==> src/rtl/hazard_ctrl.sv <==
// Hazard/forwarding controller: shadow EXE/MEM/WB destination slots, load-use stall, branch flush, operand forwarding selects.
// Latency: stall/flush combinational in the same cycle; forwarding selects registered on the edge an instruction enters execute.
// Backpressure: downstream stages never stall; a load-use hazard holds fetch/decode and injects a bubble into execute.
// Optional statistics counters are built when HAZARD_STATS_EN is defined.
module hazard_ctrl #(
    parameter int REG_W  = 4,
    parameter int PC_REG = 15,
    parameter int CNT_W  = 16
) (
    input  logic             clk,
    input  logic             rst,
    input  logic             deco_valid,
    input  logic [REG_W-1:0] deco_rn,
    input  logic [REG_W-1:0] deco_rm,
    input  logic             deco_use_rn,
    input  logic             deco_use_rm,
    input  logic             deco_wr_en,
    input  logic [REG_W-1:0] deco_rd,
    input  logic             deco_is_load,
    input  logic             branch_taken,
    output logic             stall,
    output logic             flush_fd,
    output logic             flush_de,
    output logic [1:0]       fwd_a_sel,
    output logic [1:0]       fwd_b_sel
`ifdef HAZARD_STATS_EN
    ,
    output logic [CNT_W-1:0] stall_cnt,
    output logic [CNT_W-1:0] flush_cnt
`endif
);

    localparam logic [REG_W-1:0] PC_IDX = REG_W'(PC_REG);

    localparam logic [1:0] SEL_RF  = 2'd0;
    localparam logic [1:0] SEL_MEM = 2'd1;
    localparam logic [1:0] SEL_WB  = 2'd2;

    typedef struct packed {
        logic             valid;
        logic             wr_en;
        logic [REG_W-1:0] rd;
        logic             is_load;
    } slot_t;

    slot_t      exe_q, exe_d;
    slot_t      mem_q, mem_d;
    slot_t      wb_q,  wb_d;
    logic [1:0] fwd_a_q, fwd_a_d;
    logic [1:0] fwd_b_q, fwd_b_d;
    logic       enter_exe;

    // A source depends on a slot when that slot writes it, the source is read, and it is not the PC.
    function automatic logic src_match(input slot_t s, input logic [REG_W-1:0] src,
                                       input logic use_bit);
        return s.valid & s.wr_en & (s.rd == src) & (src != PC_IDX) & use_bit;
    endfunction

    // Newest producer wins; a load still in EXE has no result yet, so it never yields the MEM path.
    function automatic logic [1:0] fwd_sel(input slot_t exe, input slot_t mem,
                                           input logic [REG_W-1:0] src, input logic use_bit);
        if (src_match(exe, src, use_bit) && !exe.is_load) begin
            return SEL_MEM;
        end else if (src_match(mem, src, use_bit)) begin
            return SEL_WB;
        end
        return SEL_RF;
    endfunction

    // Hazard outputs: load-use stall yields to a taken branch; flush only outside reset.
    always_comb begin
        stall    = deco_valid & ~branch_taken & exe_q.is_load &
                   (src_match(exe_q, deco_rn, deco_use_rn) | src_match(exe_q, deco_rm, deco_use_rm));
        flush_fd = branch_taken & ~rst;
        flush_de = branch_taken & ~rst;
    end

    // Next shadow-pipeline state and forwarding selects for the instruction entering execute.
    always_comb begin
        enter_exe = deco_valid & ~branch_taken & ~stall;
        exe_d     = '0;
        mem_d     = exe_q;
        wb_d      = mem_q;
        fwd_a_d   = SEL_RF;
        fwd_b_d   = SEL_RF;
        if (enter_exe) begin
            exe_d.valid   = 1'b1;
            exe_d.wr_en   = deco_wr_en;
            exe_d.rd      = deco_rd;
            exe_d.is_load = deco_is_load;
            fwd_a_d       = fwd_sel(exe_q, mem_q, deco_rn, deco_use_rn);
            fwd_b_d       = fwd_sel(exe_q, mem_q, deco_rm, deco_use_rm);
        end
    end

    // Shadow slots and forwarding selects; reset empties every slot.
    always_ff @(posedge clk) begin
        if (rst) begin
            exe_q   <= '0;
            mem_q   <= '0;
            wb_q    <= '0;
            fwd_a_q <= SEL_RF;
            fwd_b_q <= SEL_RF;
        end else begin
            exe_q   <= exe_d;
            mem_q   <= mem_d;
            wb_q    <= wb_d;
            fwd_a_q <= fwd_a_d;
            fwd_b_q <= fwd_b_d;
        end
    end

    assign fwd_a_sel = fwd_a_q;
    assign fwd_b_sel = fwd_b_q;

`ifdef HAZARD_STATS_EN
    logic [CNT_W-1:0] stall_cnt_q, stall_cnt_d;
    logic [CNT_W-1:0] flush_cnt_q, flush_cnt_d;

    // Saturating event counters for stall cycles and taken branches.
    always_comb begin
        stall_cnt_d = stall_cnt_q;
        flush_cnt_d = flush_cnt_q;
        if (stall && (stall_cnt_q != '1)) begin
            stall_cnt_d = stall_cnt_q + 1'b1;
        end
        if (branch_taken && (flush_cnt_q != '1)) begin
            flush_cnt_d = flush_cnt_q + 1'b1;
        end
    end

    // Counter registers, cleared by reset.
    always_ff @(posedge clk) begin
        if (rst) begin
            stall_cnt_q <= '0;
            flush_cnt_q <= '0;
        end else begin
            stall_cnt_q <= stall_cnt_d;
            flush_cnt_q <= flush_cnt_d;
        end
    end

    assign stall_cnt = stall_cnt_q;
    assign flush_cnt = flush_cnt_q;
`endif

endmodule

==> config.mk <==
export PLATFORM = sky130hd
export DESIGN_NAME = hazard_ctrl
export DESIGN_NICKNAME = d
export VERILOG_FILES = /design/src/rtl/hazard_ctrl.sv
export SDC_FILE = /design/constraint.sdc
export NUM_CORES = 1
export LEC_CHECK = 0
export ABC_AREA = 0
export CAP_MARGIN = 20
export CORE_UTILIZATION = 30
export DETAILED_ROUTE_END_ITERATION = 10
export DONT_BUFFER_PORTS = 1
export SLEW_MARGIN = 5
export SYNTH_ARGS = -nofsm -noshare
export SYNTH_HDL_FRONTEND = slang
export SYNTH_SLANG_ARGS = --single-unit
==> constraint.sdc <==
create_clock -name clk -period 1.5 [get_ports clk]
set_input_delay 0.3 -clock clk [delete_from_list [all_inputs] [get_ports clk]]
set_output_delay 0.3 -clock clk [all_outputs]
set_load 0.02 [all_outputs]
# == Yosys cells after proc, flatten, opt, wreduce, memory -nomap -nowiden ==
# Cells that the tools add are included.
# totals
ff_bits,17
out_inout_bits,7
# op_classes
n_eq_ne,6
mux,11
bitwise,26
n_reduce_logical,8
# ops
operator,n
$and A1 B1 Y1,19
$eq A4 B4 Y1,4
$mux W1,8
$ne A4 B4 Y1 const B,2
$reduce_or A4 Y1,2
$mux W7,1
$not A1 Y1,6
$reduce_or A3 Y1,2
$mux W2,2
$logic_and A1 B1 Y1,2
$reduce_or A2 Y1,1
$logic_not A1 Y1,1
$or A1 B1 Y1,1

# == Longest topological paths before layout ==
# Gate-level depths: netlist (run 1).
# logic_depth
word_depth,11
mapped_depth,4
ltp_nobuf,4

# == Worst setup path before layout (run 1) ==
# OpenSTA, ideal clock, no wires.
# synth_timing
kind,flip-flop to output port
from,reg exe_q[1] (netlist bit)
to,out stall
arrival_ns,1.210
t_required_ns,1.200
slack_ns,-0.010
path_stages_with_launch,5
cell_sequence,dfxtp_1 xnor2_1 nand4_2 o22ai_4 and2_1
# synth_via
elab_chain_cells,6
word_cells_on_any_way,10
classes_between,2 x eq/ne; 8 x bitwise
# synth_rtl
item,line,text
from (decl),46,"slot_t exe_q, exe_d;"
from (signal assigned),99,exe_q <= '0;
from (signal assigned),105,exe_q <= exe_d;
$eq A4 B4 Y1,56,return s.valid & s.wr_en & (s.rd == src) & (src != PC_IDX) & use_bit;
$and A1 B1 Y1 (3 in series),56,
$or A1 B1 Y1 (*),73,"(src_match(exe_q, deco_rn, deco_use_rn) | src_match(exe_q, deco_rm, deco_use_rm));"
$and A1 B1 Y1 (*),72,stall = deco_valid & ~branch_taken & exe_q.is_load &
to (decl),21,"output logic stall,"
# Mark *: on every way between the ends. The rest lies on a longest branch, timed or not.

# == Final worst setup path (run 1) ==
# layout_timing
from,reg exe_q[3] (netlist bit)
to,out stall
# The elaborated chain is that of the path after synthesis.

==> run_results.csv, run 1 <==
group,metric,value,unit
outcome,run_status,"complete, but fails checks",
synth,synth_top_area_share,41.2,%
floorplanning,x_dimension_of_the_die,54.5,um
sta,whs,106,ps
final_layout,insertedDiodeCount,0,
power_and_ir_drop,cellLeakagePower,0.000395,uW
sta,part_of_the_cycle_the_worst_path_needs,112,%
outcome,violations,"setup timing",
global_routing,grt.met3_usage,4.17,%
synth,seq_area_frac_synth,41.2,%
setup_path,crit_arrival,1380,ps
routing,vias_per_cell,4.99,
synth,ys_warn_count,0,
setup_path,critPathRequiredTime,1200,ps
synth,synth.cell_area,826,um2
global_routing,globalRouteTotalUtil,13.4,%
power_and_ir_drop,comb_power_share,11.8,%
floorplanning,fp.dieArea,2970,um2
clocking,clock_transition_at_the_register_clock_pins_on_the_worst_setup_and_hold_paths_after_cts,100,ps
global_routing,largest_net_degree_at_the_start_of_global_routing,11,
placed_design,place.gp.congestion,0.759,
final_layout,design.final.nets,109,
placed_design,io_buffers,0,
clocking,tritoncts,"yes",
routing,via_count_of_the_routed_design,589,
routing,wl_per_cell,14.4,um
final_layout,utilization,39.6,%
global_routing,globalRoute.totalOverflow,0,
global_routing,globalRouteMet1Util,15.5,%
run,timing.max_cap.violations,0,
final_layout,flow.area_growth_from_synthesis,22.0,%
clocking,clock_tree.htree_level_count,1,
global_routing,grt_pass1_vias,599,
setup_path,worst-path-max-fanout,3,
power_and_ir_drop,vdd_ir_drop_max,412,uV
power_and_ir_drop,power.clock.fraction,30.6,%
synth,yosys_register_bits,17,
final_layout,drive_above_1_share,42.0,%
clocking,cts_root_buffer,"clkbuf_4",
sta,worst_slew_pin_slew,261,ps
global_routing,grt_pass1_wl,2.67,mm
routing,drtAntennaViolNets,0,
clocking,numCtsBuffers,3,
floorplanning,row_count,18,
placed_design,dpl.hpwl,1.32,mm
sta,maxSlewViolCount,0,
global_routing,grt.busiest_layer,"met2",
synth,synth_area_per_cell,10.6,um2
worst_hold_path,hold_crit_path_type,"in2reg",
sta,maxSlewHeadroom,82.5,%
power_and_ir_drop,seqPwrFrac,57.6,%
final_layout,filler_cell_count,255,
clocking,clock_tree.buffer_depth,2,
clocking,clk-insertion-delay-late,290,ps
sta,setup_viol,1,
synth,synth.top_cells.by_area,"dfxtp_1 41%, xnor2_1 8.5%, xor2_1 8.5%",
setup_path,worst_r2r_startpoint,"exe_q[3]",
synth,synth.net_count,98,
clocking,tritoncts_num_sinks,17,
sta,fin_skew,3.30,ps
sta,finalWorstSetupSlack,-183,ps
floorplanning,floorplan.initialDensity,32.4,%
power_and_ir_drop,int_power,610,uW
sta,grt_setup_unrepaired,"true",
synth,biggest_area_consumer_among_synthesized_cells,"dfxtp_1",
final_layout,layout_common_cells,"13 x dfxtp_1, 8 x nand2_1, 8 x a21oi_1, 8 x xor2_1",
setup_path,critPathKind,"reg2out",
floorplanning,design.portCount,27,
final_layout,layout.cells.most_common,"dfxtp_1",
power_and_ir_drop,net-switching-power,198,uW
sta,timing.fmax,0.594,GHz
setup_path,setup.worst_path.start_class,"register",
floorplanning,core_area,2540,um2
setup_path,startpoint,"exe_q[3]",
routing,drt-total-wl,1.70,mm
synth,synth_cell_type_count,21,
global_routing,globalRouteMet2Util,20.7,%
routing,drt_iter0_markers,2,
power_and_ir_drop,fraction_of_power_spent_switching_nets,24.5,%
placed_design,placement.setup.worst_slack,65.7,ps
routing,drcViolationCount,0,
power_and_ir_drop,power_density,803,nW/um2
global_routing,grt_antenna_before_repair,0,
sta,finalHoldViolations,0,
routing,detailedRoute.firstPassIterationCount,3,
worst_hold_path,min_from,"deco_rd[1]",
setup_path,type_of_destination_of_the_critical_path,"primary output",
sta,finalCriticalPeriod,1680,ps
floorplanning,die_height,54.5,um
synth,netlist_instances,78,
==> power groups by stage <==
stage / Sequential, uW / Clock (uW) / Combinational [uW]
after floorplan: 475 / 0 / 70.8
after global placement: 477 / 0 / 79.7
after detailed placement: 477 / 0 / 80.9
after CTS: 466 / 248 / 88.0
after global routing: 467 / 281 / 104
final: 465 / 247 / 95.8
==> logic make-up (layout without fill, tap and decap cells) <==
kind of cell	after synthesis	in the layout	share of synthesized area [%]
flip-flops	17	17	41.2
buffers and inverters	1	11	0.909
XOR/XNOR	16	16	17.0
AO/OA/AOI/OAI	12	12	10.3
AND/OR/NAND/NOR	32	32	30.6
==> flip-flops by register name (all words and copies together) (netlist names) <==
name / cells
exe_q: 7
mem_q: 6
fwd_a_sel: 2
fwd_b_sel: 2
==> worst max-delay path, cell delays in order, from the launching register on <==
cell and delay (ps):
dfxtp_4 380, xnor2_2 130, nand4_1 200, o22ai_4 180, and2_4 200
==> path summary, 6_finish.rpt <==
| check | cells after the start | slack [ps] | end |
|---|---|---|---|
| min reg2reg | 1 | 530 | mem_q[4] |
| max | 4 | -180 | stall |
| max reg2reg | 7 | 70 | fwd_a_sel[1] |
| min | 2 | 110 | exe_q[2] |
==> cells in the mapped netlist (all sizes together) <==
master	count
nand4	4
nand2	8
o22ai	1
and3	1
nor3	2
nand4b	1
nand3b	1
xnor2	8
buf	1
a21oi	8
o2111ai	2
and2b	7
xor2	8
nand3	1
dfxtp	17
and2	3
nor3b	2
a21boi	1
nor4	2
==> area by class of cell <==
type | instances | area (um2) | area share, %
Clock buffer | 3 | 22.5 | 2.24
Sequential cell | 17 | 350 | 34.8
Multi-Input combinational cell | 60 | 539 | 53.5
Timing Repair Buffer | 7 | 52.6 | 5.22
Tap cell | 30 | 37.5 | 3.73
Clock inverter | 1 | 5.00 | 0.497
==> timing repair <==
item	4_1_cts	5_1_grt
endpoints found under the setup margin	1	1
buffers inserted	2	1
gates cloned	0	0
gates resized for setup	9	6
pin swaps	7	3
hold buffers	0	0
==> metal layers <==
| metal | wire length (um) | vias to the layer above |
|---|---|---|
| met3 | 163 | 6 |
| met1 | 700 | 269 |
| met4 | 59 | 0 |
| li1 | - | 292 |
| met2 | 773 | 22 |
| met5 | 0 | - |
==> per-stage QoR <==
step	power (uW)	setup TNS, ps	instances	area [um2]
floorplan	546	0	78	827
CTS	802	-168	117	961
finish	809	-183	118	1010
global placement	556	0	111	887
detailed placement	558	0	111	887
global route	852	-290	118	1010
(Power assumes the default switching activity.)
==> run 2, diff against run 1 <==
GPL_TIMING_DRIVEN = 0   (was not set)
==> run 2 against run 1 <==
The flow still finishes with violations (setup timing). Final cell count decreased by 0.85%. Cell area grew 0.74%. Power grew 0.43%. Clock-buffer cell count is the same. First-iteration DRC count increased to 3.0 times the previous value. Global-route usage is 0.32 points higher. Wire length grew 1.1%. Flip-flop and latch count is the same. Non-clock buffer count fell by 1. Clock skew down 1.2 ps. Largest cell class unchanged.
==> run_results.csv, run 2 (same netlist as run 1, synthesis figures left out) <==
group,metric,value,unit
clocking,clock_tree.htree_level_count,1,
clocking,clock_tree.buffer_depth,2,
power_and_ir_drop,comb_power_share,11.9,%
outcome,violations,"setup timing",
clocking,holdBufCountCts,0,
sta,fin_skew,2.11,ps
placed_design,place.gp.congestion,0.867,
final_layout,final-seq-area,355,um2
routing,drt-total-wl,1.71,mm
global_routing,largest_net_degree_at_the_start_of_global_routing,12,
power_and_ir_drop,int_power,610,uW
sta,timing.fmax,0.596,GHz
floorplanning,design.portCount,27,
power_and_ir_drop,vdd_ir_drop_max,389,uV
routing,drtAntennaViolNets,0,
floorplanning,die_height,54.5,um
outcome,run_status,"complete, but fails checks",
sta,maxSlewHeadroom,76.0,%
setup_path,cpPeakStageDelay,380,ps
floorplanning,row_count,18,
setup_path,critPathKind,"reg2out",
clocking,tritoncts,"yes",
run,timing.max_cap.violations,0,
clocking,clock_transition_at_the_register_clock_pins_on_the_worst_setup_and_hold_paths_after_cts,100,ps
final_layout,reg_top3,"exe_q x7, mem_q x6",
power_and_ir_drop,fraction_of_power_spent_switching_nets,24.8,%
routing,via_count_of_the_routed_design,594,
routing,drt_iter0_markers,6,
sta,setup_viol,1,
routing,drcViolationCount,0,
final_layout,largest_register_by_flop_count,"exe_q",
setup_path,timing.critical_path.cells,"xnor2_2, nand4_2, o22ai_4, and2_4",
power_and_ir_drop,power_density,800,nW/um2
sta,finalHoldViolations,0,
final_layout,largest_register_ff_count,7,
routing,vias_per_cell,5.08,
sta,finalWorstSetupSlack,-177,ps
setup_path,crit_arrival,1380,ps
setup_path,type_of_destination_of_the_critical_path,"primary output",
final_layout,filler_cell_count,260,
sta,part_of_the_cycle_the_worst_path_needs,112,%
sta,finalCriticalPeriod,1680,ps
floorplanning,x_dimension_of_the_die,54.5,um
clocking,numCtsBuffers,3,
final_layout,insertedDiodeCount,0,
floorplanning,fp.dieArea,2970,um2
routing,wl_per_cell,14.6,um
global_routing,grt_pass1_wl,2.77,mm
final_layout,design.final.nets,108,
final_layout,post_layout_instance_count_excluding_filler_cells,117,
global_routing,globalRoute.totalOverflow,0,
setup_path,setup.worst_path.start_class,"register",
routing,detailedRoute.firstPassIterationCount,4,
global_routing,grt_pass1_vias,627,
power_and_ir_drop,power.clock.fraction,31.1,%
final_layout,flow.area_growth_from_synthesis,22.9,%
sta,grt_setup_unrepaired,"true",
clocking,cts_root_buffer,"clkbuf_4",
clocking,tritoncts_num_sinks,17,
setup_path,critPathRequiredTime,1200,ps
worst_hold_path,hold_crit_path_type,"in2reg",
floorplanning,core_area,2540,um2
sta,total_negative_slack,-177,ps
power_and_ir_drop,cellLeakagePower,0.000398,uW
placed_design,place.detailed.instances,108,
floorplanning,floorplan.initialDensity,32.4,%
global_routing,grt_antenna_before_repair,0,
placed_design,io_buffers,0,
final_layout,layout_common_cells,"13 x dfxtp_1, 8 x xnor2_2, 8 x nand2_1, 8 x a21oi_1, 8 x xor2_1",
final_layout,area_of_the_multi_input_gates,547,um2
power_and_ir_drop,net-switching-power,202,uW
final_layout,drive_above_1_share,41.4,%
global_routing,globalRouteTotalUtil,13.7,%
sta,worst_slew_pin_slew,359,ps
final_layout,layout.cells.most_common,"dfxtp_1",
setup_path,worst-path-max-fanout,3,
sta,maxSlewViolCount,0,
setup_path,crit_slowest_cell,"dfxtp_4",
power_and_ir_drop,seqPwrFrac,57.1,%
setup_path,worst_path_dominant_cell_family,"flip-flops",
setup_path,critical_path_buf_inv_count,0,
clocking,clk-insertion-delay-late,290,ps
-- run 2: cell count changes in the layout (fill, tap and decap cells not counted), sizes merged --
cell      previous run  this run
buf                  7         6
clkinv               1         0
clkinvlp             0         1
-- run 2: layer usage --
metal  share of wire, %  track usage (%)
met5                  0                0
met4               0.76             3.85
met3                8.6             5.56
met2                 52             24.8
met1                 39             14.5
-- run 2: path summary, 6_finish.rpt --
path,startpoint,endpoint,slack (ps),cells after the start
worst min-delay path,deco_rd[2],exe_q[3],100,2
worst max-delay path,exe_q[3],stall,-180,4
worst max register to register,exe_q[3],fwd_a_sel[1],150,6
worst min register to register,exe_q[5],mem_q[5],540,1
-- run 2: worst register-to-register path: stages, from the launching register on --
cell	delay (ps)
dfxtp_4	380
xnor2_2	140
nand4_2	160
o22ai_4	200
buf_4	140
buf_4	140
a21oi_1	80
-- run 2: cell type report --
type | count | area share [%]
buffer | 1 | 0.740
sequential | 17 | 35.0
timing repair buffer | 5 | 3.70
tap | 30 | 3.70
multi-input combinational | 60 | 53.9
clock inverter | 1 | 0.740
clock buffer | 3 | 2.22
-- run 2: power by group through the flow --
stage	Clock [uW]	Sequential, uW	Combinational, uW
floorplan	0	475	70.8
CTS	264	464	91.1
detailed placement	0	477	78.5
global placement	0	477	75.7
global route	286	465	104
finish	252	463	96.5
-- run 2: metrics by stage --
stage | cell area, um2 | total power, uW | worst slack [ps] | util, % | hold WS, ps
floorplan | 827 | 546 | 19.5 | - | 416
global placement | 865 | 553 | -130 | 34.0 | 421
detailed placement | 865 | 556 | -173 | 34.0 | 423
CTS | 982 | 819 | -228 | 38.6 | 87.3
global route | 1010 | 855 | -275 | 39.9 | 80.9
finish | 1010 | 812 | -177 | 39.9 | 103
-- run 2: what timing repair did --
item                       CTS  global route
pin swaps                    7             6
gates resized for setup     13             5
setup endpoints to repair    1             1
setup buffers                5             0
